<file path="src/rtl/readout_tx_pulse_sequencer_if.sv">
// readout_tx_pulse_sequencer_if
// Bundles every non-clock/reset signal of the readout TX pulse sequencer.
//   slave  modport : the sequencer itself (takes config/requests, drives
//                    the envelope read address, samples and RX strobes)
//   master modport : whatever drives the sequencer (controller/bench side)
// Signals:
//   tx_config_wr_en/addr/data : config write port (0=length, 1=amplitude, 2=tail)
//   meas_req_in / meas_req_ready_out / busy_out : request handshake
//   env_mem_rd_addr_out / env_mem_rd_data_in    : external envelope memory port
//   valid_out, i_out, q_out                     : scaled I/Q sample stream
//   start_count_out / finish_count_out          : RX integration window strobes
interface readout_tx_pulse_sequencer_if #(
    parameter int DATA_WIDTH           = 16,
    parameter int ENV_MEM_ADDR_WIDTH   = 10,
    parameter int TX_CONFIG_ADDR_WIDTH = 2
);
    logic                            tx_config_wr_en;
    logic [TX_CONFIG_ADDR_WIDTH-1:0] tx_config_wr_addr;
    logic [DATA_WIDTH-1:0]           tx_config_wr_data;
    logic                            meas_req_in;
    logic                            meas_req_ready_out;
    logic [ENV_MEM_ADDR_WIDTH-1:0]   env_mem_rd_addr_out;
    logic [2*DATA_WIDTH-1:0]         env_mem_rd_data_in;
    logic                            valid_out;
    logic [DATA_WIDTH-1:0]           i_out;
    logic [DATA_WIDTH-1:0]           q_out;
    logic                            start_count_out;
    logic                            finish_count_out;
    logic                            busy_out;

    modport slave (
        input  tx_config_wr_en, tx_config_wr_addr, tx_config_wr_data,
        input  meas_req_in, env_mem_rd_data_in,
        output meas_req_ready_out, env_mem_rd_addr_out,
        output valid_out, i_out, q_out,
        output start_count_out, finish_count_out, busy_out
    );

    modport master (
        output tx_config_wr_en, tx_config_wr_addr, tx_config_wr_data,
        output meas_req_in, env_mem_rd_data_in,
        input  meas_req_ready_out, env_mem_rd_addr_out,
        input  valid_out, i_out, q_out,
        input  start_count_out, finish_count_out, busy_out
    );
endinterface

</file>
<file path="src/rtl/readout_tx_pulse_sequencer.sv">
// readout_tx_pulse_sequencer
// On an accepted measurement request, streams the stored I/Q envelope from
// an external memory, scales it by a programmable Q1.15 amplitude and emits
// start/finish strobes bracketing the RX bin-counting window.
// Ports:
//   clk  : single clock, posedge
//   rst  : asynchronous active-high reset
//   bus  : readout_tx_pulse_sequencer_if.slave (config port, request
//          handshake, envelope read port, sample stream, RX strobes)
module readout_tx_pulse_sequencer #(
    parameter int DATA_WIDTH           = 16,
    parameter int ENV_MEM_NUM_ENTRY    = 1024,
    parameter int ENV_MEM_ADDR_WIDTH   = 10,
    parameter int TX_CONFIG_ADDR_WIDTH = 2
) (
    input logic                          clk,
    input logic                          rst,
    readout_tx_pulse_sequencer_if.slave  bus
);
    localparam int LEN_WIDTH = ENV_MEM_ADDR_WIDTH + 1;
    localparam logic [DATA_WIDTH-1:0] MAX_LEN   = DATA_WIDTH'(ENV_MEM_NUM_ENTRY);
    localparam logic [DATA_WIDTH-1:0] AMP_RESET = {1'b0, {(DATA_WIDTH-1){1'b1}}};

    typedef enum logic [1:0] {IDLE, PLAY, DRAIN, TAIL} state_t;

    state_t                        state;
    logic                          ready;
    logic                          finish;
    logic [ENV_MEM_ADDR_WIDTH-1:0] addr;
    logic [ENV_MEM_ADDR_WIDTH-1:0] last_addr;
    logic                          drain_cnt;
    logic [DATA_WIDTH-1:0]         tail_cnt;
    logic [DATA_WIDTH-1:0]         tail_snap;
    logic [DATA_WIDTH-1:0]         amp_snap;

    logic [DATA_WIDTH-1:0]         cfg_pulse_length;
    logic [DATA_WIDTH-1:0]         cfg_amplitude;
    logic [DATA_WIDTH-1:0]         cfg_tail_cycles;

    logic [LEN_WIDTH-1:0]          clamped_len;
    logic [LEN_WIDTH-1:0]          last_len;
    logic                          accept;

    logic                          data_valid;
    logic [1:0]                    start_pipe;
    logic                          start_reg;
    logic                          valid_reg;
    logic [DATA_WIDTH-1:0]         i_reg;
    logic [DATA_WIDTH-1:0]         q_reg;

    // Full signed product, floor shift by DATA_WIDTH-1; the shifted value
    // only overflows when the top two product bits differ.
    function automatic logic [DATA_WIDTH-1:0] scale(
        input logic [DATA_WIDTH-1:0] env,
        input logic [DATA_WIDTH-1:0] amp
    );
        logic signed [2*DATA_WIDTH-1:0] env_ext;
        logic signed [2*DATA_WIDTH-1:0] amp_ext;
        logic signed [2*DATA_WIDTH-1:0] prod;
        env_ext = {{DATA_WIDTH{env[DATA_WIDTH-1]}}, env};
        amp_ext = {{DATA_WIDTH{amp[DATA_WIDTH-1]}}, amp};
        prod    = env_ext * amp_ext;
        if (prod[2*DATA_WIDTH-1] == prod[2*DATA_WIDTH-2]) begin
            return prod[2*DATA_WIDTH-2:DATA_WIDTH-1];
        end else if (!prod[2*DATA_WIDTH-1]) begin
            return {1'b0, {(DATA_WIDTH-1){1'b1}}};
        end else begin
            return {1'b1, {(DATA_WIDTH-1){1'b0}}};
        end
    endfunction

    assign accept = bus.meas_req_in & ready;

    // Lengths beyond the memory depth are clamped so the address never wraps.
    always_comb begin
        clamped_len = cfg_pulse_length[LEN_WIDTH-1:0];
        if (cfg_pulse_length > MAX_LEN) begin
            clamped_len = LEN_WIDTH'(ENV_MEM_NUM_ENTRY);
        end
        last_len = clamped_len - LEN_WIDTH'(1);
    end

    // Config registers; a write in the acceptance cycle lands after the
    // snapshot is taken and therefore only affects the next request.
    always_ff @(posedge clk or posedge rst) begin
        if (rst) begin
            cfg_pulse_length <= '0;
            cfg_amplitude    <= AMP_RESET;
            cfg_tail_cycles  <= '0;
        end else if (bus.tx_config_wr_en) begin
            case (bus.tx_config_wr_addr)
                TX_CONFIG_ADDR_WIDTH'(0): cfg_pulse_length <= bus.tx_config_wr_data;
                TX_CONFIG_ADDR_WIDTH'(1): cfg_amplitude    <= bus.tx_config_wr_data;
                TX_CONFIG_ADDR_WIDTH'(2): cfg_tail_cycles  <= bus.tx_config_wr_data;
                default: ;
            endcase
        end
    end

    // Main sequencer. TAIL lasts tail_snap+1 cycles so that finish is
    // still a busy cycle and ready rises the cycle after it.
    always_ff @(posedge clk or posedge rst) begin
        if (rst) begin
            state     <= IDLE;
            ready     <= 1'b1;
            finish    <= 1'b0;
            addr      <= '0;
            last_addr <= '0;
            drain_cnt <= 1'b0;
            tail_cnt  <= '0;
            tail_snap <= '0;
            amp_snap  <= AMP_RESET;
        end else begin
            case (state)
                IDLE: begin
                    finish <= 1'b0;
                    if (accept) begin
                        amp_snap  <= cfg_amplitude;
                        tail_snap <= cfg_tail_cycles;
                        last_addr <= last_len[ENV_MEM_ADDR_WIDTH-1:0];
                        addr      <= '0;
                        drain_cnt <= 1'b0;
                        ready     <= 1'b0;
                        state     <= (clamped_len == '0) ? DRAIN : PLAY;
                    end
                end
                PLAY: begin
                    if (addr == last_addr) begin
                        addr  <= '0;
                        state <= DRAIN;
                    end else begin
                        addr <= addr + ENV_MEM_ADDR_WIDTH'(1);
                    end
                end
                DRAIN: begin
                    if (drain_cnt) begin
                        drain_cnt <= 1'b0;
                        tail_cnt  <= '0;
                        finish    <= (tail_snap == '0);
                        state     <= TAIL;
                    end else begin
                        drain_cnt <= 1'b1;
                    end
                end
                TAIL: begin
                    if (tail_cnt == tail_snap) begin
                        finish <= 1'b0;
                        ready  <= 1'b1;
                        state  <= IDLE;
                    end else begin
                        tail_cnt <= tail_cnt + DATA_WIDTH'(1);
                        finish   <= ((tail_cnt + DATA_WIDTH'(1)) == tail_snap);
                    end
                end
                default: begin
                    state <= IDLE;
                    ready <= 1'b1;
                end
            endcase
        end
    end

    // Sample pipeline: an address in PLAY returns data one cycle later and
    // the scaled result is registered one cycle after that. start_count
    // travels a matching 3-stage delay from acceptance, even for L=0.
    always_ff @(posedge clk or posedge rst) begin
        if (rst) begin
            data_valid <= 1'b0;
            valid_reg  <= 1'b0;
            i_reg      <= '0;
            q_reg      <= '0;
            start_pipe <= '0;
            start_reg  <= 1'b0;
        end else begin
            data_valid <= (state == PLAY);
            valid_reg  <= data_valid;
            i_reg      <= data_valid ? scale(bus.env_mem_rd_data_in[DATA_WIDTH-1:0], amp_snap) : '0;
            q_reg      <= data_valid ? scale(bus.env_mem_rd_data_in[2*DATA_WIDTH-1:DATA_WIDTH], amp_snap) : '0;
            start_pipe <= {start_pipe[0], accept};
            start_reg  <= start_pipe[1];
        end
    end

    assign bus.meas_req_ready_out  = ready;
    assign bus.busy_out            = ~ready;
    assign bus.env_mem_rd_addr_out = addr;
    assign bus.valid_out           = valid_reg;
    assign bus.i_out               = i_reg;
    assign bus.q_out               = q_reg;
    assign bus.start_count_out     = start_reg;
    assign bus.finish_count_out    = finish;
endmodule

</file>
<file path="src/flat_wrapper.sv">
// flat-port wrapper written by rule: the top's interface ports become plain ports
module readout_tx_pulse_sequencer_flat 
#(
    parameter int DATA_WIDTH           = 16,
    parameter int ENV_MEM_NUM_ENTRY    = 1024,
    parameter int ENV_MEM_ADDR_WIDTH   = 10,
    parameter int TX_CONFIG_ADDR_WIDTH = 2
)
  (clk, rst, bus_tx_config_wr_en, bus_tx_config_wr_addr, bus_tx_config_wr_data, bus_meas_req_in, bus_env_mem_rd_data_in, bus_meas_req_ready_out, bus_env_mem_rd_addr_out, bus_valid_out, bus_i_out, bus_q_out, bus_start_count_out, bus_finish_count_out, bus_busy_out);
  readout_tx_pulse_sequencer_if #(.DATA_WIDTH(DATA_WIDTH), .ENV_MEM_ADDR_WIDTH(ENV_MEM_ADDR_WIDTH), .TX_CONFIG_ADDR_WIDTH(TX_CONFIG_ADDR_WIDTH)) bus_i ();
  input logic clk;
  input logic rst;
  input wire logic [$bits(bus_i.tx_config_wr_en)-1:0] bus_tx_config_wr_en;
  input wire logic [$bits(bus_i.tx_config_wr_addr)-1:0] bus_tx_config_wr_addr;
  input wire logic [$bits(bus_i.tx_config_wr_data)-1:0] bus_tx_config_wr_data;
  input wire logic [$bits(bus_i.meas_req_in)-1:0] bus_meas_req_in;
  input wire logic [$bits(bus_i.env_mem_rd_data_in)-1:0] bus_env_mem_rd_data_in;
  output wire logic [$bits(bus_i.meas_req_ready_out)-1:0] bus_meas_req_ready_out;
  output wire logic [$bits(bus_i.env_mem_rd_addr_out)-1:0] bus_env_mem_rd_addr_out;
  output wire logic [$bits(bus_i.valid_out)-1:0] bus_valid_out;
  output wire logic [$bits(bus_i.i_out)-1:0] bus_i_out;
  output wire logic [$bits(bus_i.q_out)-1:0] bus_q_out;
  output wire logic [$bits(bus_i.start_count_out)-1:0] bus_start_count_out;
  output wire logic [$bits(bus_i.finish_count_out)-1:0] bus_finish_count_out;
  output wire logic [$bits(bus_i.busy_out)-1:0] bus_busy_out;
  assign bus_i.tx_config_wr_en = bus_tx_config_wr_en;
  assign bus_i.tx_config_wr_addr = bus_tx_config_wr_addr;
  assign bus_i.tx_config_wr_data = bus_tx_config_wr_data;
  assign bus_i.meas_req_in = bus_meas_req_in;
  assign bus_i.env_mem_rd_data_in = bus_env_mem_rd_data_in;
  assign bus_meas_req_ready_out = bus_i.meas_req_ready_out;
  assign bus_env_mem_rd_addr_out = bus_i.env_mem_rd_addr_out;
  assign bus_valid_out = bus_i.valid_out;
  assign bus_i_out = bus_i.i_out;
  assign bus_q_out = bus_i.q_out;
  assign bus_start_count_out = bus_i.start_count_out;
  assign bus_finish_count_out = bus_i.finish_count_out;
  assign bus_busy_out = bus_i.busy_out;
  readout_tx_pulse_sequencer #(.DATA_WIDTH(DATA_WIDTH), .ENV_MEM_NUM_ENTRY(ENV_MEM_NUM_ENTRY), .ENV_MEM_ADDR_WIDTH(ENV_MEM_ADDR_WIDTH), .TX_CONFIG_ADDR_WIDTH(TX_CONFIG_ADDR_WIDTH)) u_core (.clk(clk), .rst(rst), .bus(bus_i));
endmodule
</file>
<file path="config.mk">
export PLATFORM = sky130hd
export DESIGN_NAME = readout_tx_pulse_sequencer_flat
export DESIGN_NICKNAME = d
export VERILOG_FILES = /design/src/rtl/readout_tx_pulse_sequencer_if.sv /design/src/rtl/readout_tx_pulse_sequencer.sv /design/src/flat_wrapper.sv
export SDC_FILE = /design/constraint.sdc
export NUM_CORES = 2
export LEC_CHECK = 0
export CORE_ASPECT_RATIO = 2
export CORE_MARGIN = 2
export CORE_UTILIZATION = 55
export CTS_CLUSTER_SIZE = 40
export DETAILED_ROUTE_END_ITERATION = 8
export MAX_ROUTING_LAYER = met4
export PLACE_DENSITY = 0.81
export REMOVE_ABC_BUFFERS = 1
export SLEW_MARGIN = 10
export SYNTH_ARGS = -nofsm -noshare
export SYNTH_HDL_FRONTEND = slang
export SYNTH_SLANG_ARGS = --single-unit
</file>
<file path="constraint.sdc">
create_clock -name clk -period 7.1 [get_ports clk]
set_input_delay 1.42 -clock clk [delete_from_list [all_inputs] [get_ports clk]]
set_output_delay 1.42 -clock clk [all_outputs]
set_load 0.05 [all_outputs]
</file>
==> impl_metrics.toml <==
[run_status]
status = "finished clean"

[detailed_routing]
first_pass_iters = 7
wl_met2_mm = 35.4
drtIter0Drc = 1411
routedWlPerCell_um = 18.5
ant_nets = 0
drt-met1-wl_mm = 25.4
drc = 0
vias = 20400
met3_length_mm = 4.54
totalWireLength_mm = 69.0
top_layer = "met4"
routed_via_density = 5.47

[synth]
yosysTopAreaCell = "fa_1"
synth_area_per_cell_um2 = 9.51
synth_area_leaders = "fa_1, dfrtp_1, inv_1"
synth-async-reset-ratio_pct = 100
synth_edf_count = 0
ys_seq_elements = 158
syn_inst = 2747
synth-seq-area-share_pct = 15.3
netlist_area_um2 = 26100
ys_warn_count = 0
synth_ff_type = "dfrtp_1"
synth_top_area_share_pct = 40.0
ys_types = 75

[job]
drv_cap = 0

[critical_path]
crit_type = "in2reg"
start_kind = "input port"
required_ps = 7460
critPathMaxFanout = 9
crit_arrival_ps = 7420
reg2reg_depth = 19
endpoint_kind = "flop"

[layout]
final_cells = 3725
layout_commonest_cell = "inv_1"
regArea_um2 = 3990
drive_gt1_share_pct = 20.9
nFillCells = 3433
layout_common_cells = "inv_1, fa_1, nand2_1, buf_4, and2_1"
multi_input_area_um2 = 20300
nets = 3819
area_delta_synth_final_pct = 22.1

[hold_path]
min_path_type = "reg2reg"
hold-path-cell-count = 0

[clock_tree]
cts-root-buf = "clkbuf_16"
cts.path.max_buffers = 2
cts_tree = "done"
clkTransAtPathRegs_ps = 80
cts_hold_buf = 0
cts.sinks = 158
htreeDepth = 4
clk_latency_ps = 460
cts_buffers = 17

[die]
die-area_um2 = 49400
io_pins = 101
start_util_pct = 55.3
die_y_um = 312
std_cell_rows = 113
die_width_um = 158
core_area_um2 = 47200

[sta]
setup_viol = 0
period_share_pct = 99.4
final_hold_viol_count = 0
fin_skew_ps = 17.5
worst_pin_slew_ps = 1200
fmaxAchievable_mhz = 142
slew_violations = 0
layout_min_cycle_time_ps = 7060
maxSlewHeadroom_pct = 19.3
grt_setup_unrepaired = "true"

[global_routing]
antenna_found_initial = 3
grt_pass1_vias = 22800
grt_pass1_wl_mm = 112
grt_overflow = 0
grt_start_max_net_pins = 75
grt_usage_pct = 29.9

[placed_design]
dp.cells = 3623
gp_congestion = 0.904
dp_hpwl_mm = 51.2
portBuffers = 100
## cell usage after synthesis, drive strengths merged (17+ instances only)
library cell and n:
dfstp 31, xnor2 68, clkbuf 104, nand2 388, o21a 17, nor3 17, o21ai 64, fa 522
ha 166, xor2 36, nor2 64, nand3 23, and2 243, inv 606, dfrtp 127, a21oi 45
mux2 47
## cell type report
cell class | instances | share of cell area [%]
diodes | 3 | 0.0235
clock buffers | 17 | 1.33
clock inverters | 15 | 0.604
inverters | 606 | 7.15
multi-input cells | 1872 | 63.8
flip-flops and latches | 158 | 12.5
well taps | 632 | 2.48
repair buffers | 422 | 12.1
## repair_timing
item	CTS	global route
gates cloned	4	1
gates resized for setup	165	175
buffers inserted	36	30
pin swaps	113	139
endpoints found under the setup margin	32	31
## critical path: stages
cell and delay [ps]:
clkbuf_4 180, buf_4 200, and2_1 180, fa_1 520
fa_1 540, fa_1 610, fa_1 450, fa_1 520
inv_1 60, fa_1 520, inv_2 50, ha_4 260
nand4_1 160, nor3_4 270, a31oi_4 120, a21o_4 270
or3_4 380, a31oi_4 270, o21ai_4 160, o31ai_2 270
## cell families (layout without fill, tap and decap cells)
group | after synthesis | in the layout | share of synthesized area (%)
xor gates and xnor gates | 104 | 104 | 3.49
buffers and inverters | 717 | 1060 | 10.4
other | 0 | 3 | 0
and+or+nand+nor | 820 | 820 | 15.4
adders and majority gates | 689 | 689 | 48.0
muxes | 52 | 52 | 2.22
AOI/OAI and AO/OA | 207 | 207 | 5.21
DFF | 158 | 158 | 15.3
## per-layer routing
metal  GRT usage [%]  up-vias
met5               -        -
met4            14.3        0
met3            4.31      289
met2            49.2      869
met1            35.9    10400
li1                -     8876
## final timing paths
check	from	endpoint	slack (ps)
min reg2reg	u_core.start_pipe[1]$_DFF_PP0_	u_core.bus.start_count_out$_DFF_PP0_	360
max in group asynchronous	rst	u_core.bus.i_out[11]$_DFF_PP0_	4490
min	u_core.start_pipe[1]$_DFF_PP0_	u_core.bus.start_count_out$_DFF_PP0_	360
min in group asynchronous	rst	u_core.bus.q_out[1]$_DFF_PP0_	1430
max reg2reg	u_core.amp_snap[12]$_DFFE_PP1P_	u_core.bus.q_out[11]$_DFF_PP0_	330
max	bus_env_mem_rd_data_in[7]	u_core.bus.i_out[7]$_DFF_PP0_	40
## through the flow
stage               hold slack [ps]  instance area [um^2]  util (%)  setup TNS, ps  setup slack (ps)
finish                          359                 31900      67.5              0              39.8
global route                    372                 31900      67.5          -2230              -152
CTS                             359                 31200      66.1              0              2.20
detailed placement              338                 29600      62.7         -34180             -1310
global placement                339                 29600      62.7         -30650             -1190
floorplan                       331                 25700         -          -9810              -452
## sequential cells by signal (all words and copies together) (netlist names)
register / flops
u_core.amp_snap: 16
u_core.bus.i_out: 16
u_core.bus.q_out: 16
u_core.cfg_amplitude: 16
u_core.cfg_pulse_length: 16
u_core.cfg_tail_cycles: 16
u_core.tail_cnt: 16
u_core.tail_snap: 16
u_core.bus.env_mem_rd_addr_out: 10
u_core.last_addr: 10
u_core.start_pipe: 2
u_core.state: 2
u_core.bus.finish_count_out: 1
u_core.bus.meas_req_ready_out: 1
u_core.bus.start_count_out: 1
u_core.bus.valid_out: 1
u_core.data_valid: 1
u_core.drain_cnt: 1
Power is not shown: default switching activity piles up to over one toggle a cycle in this logic, so the estimate is an artifact.
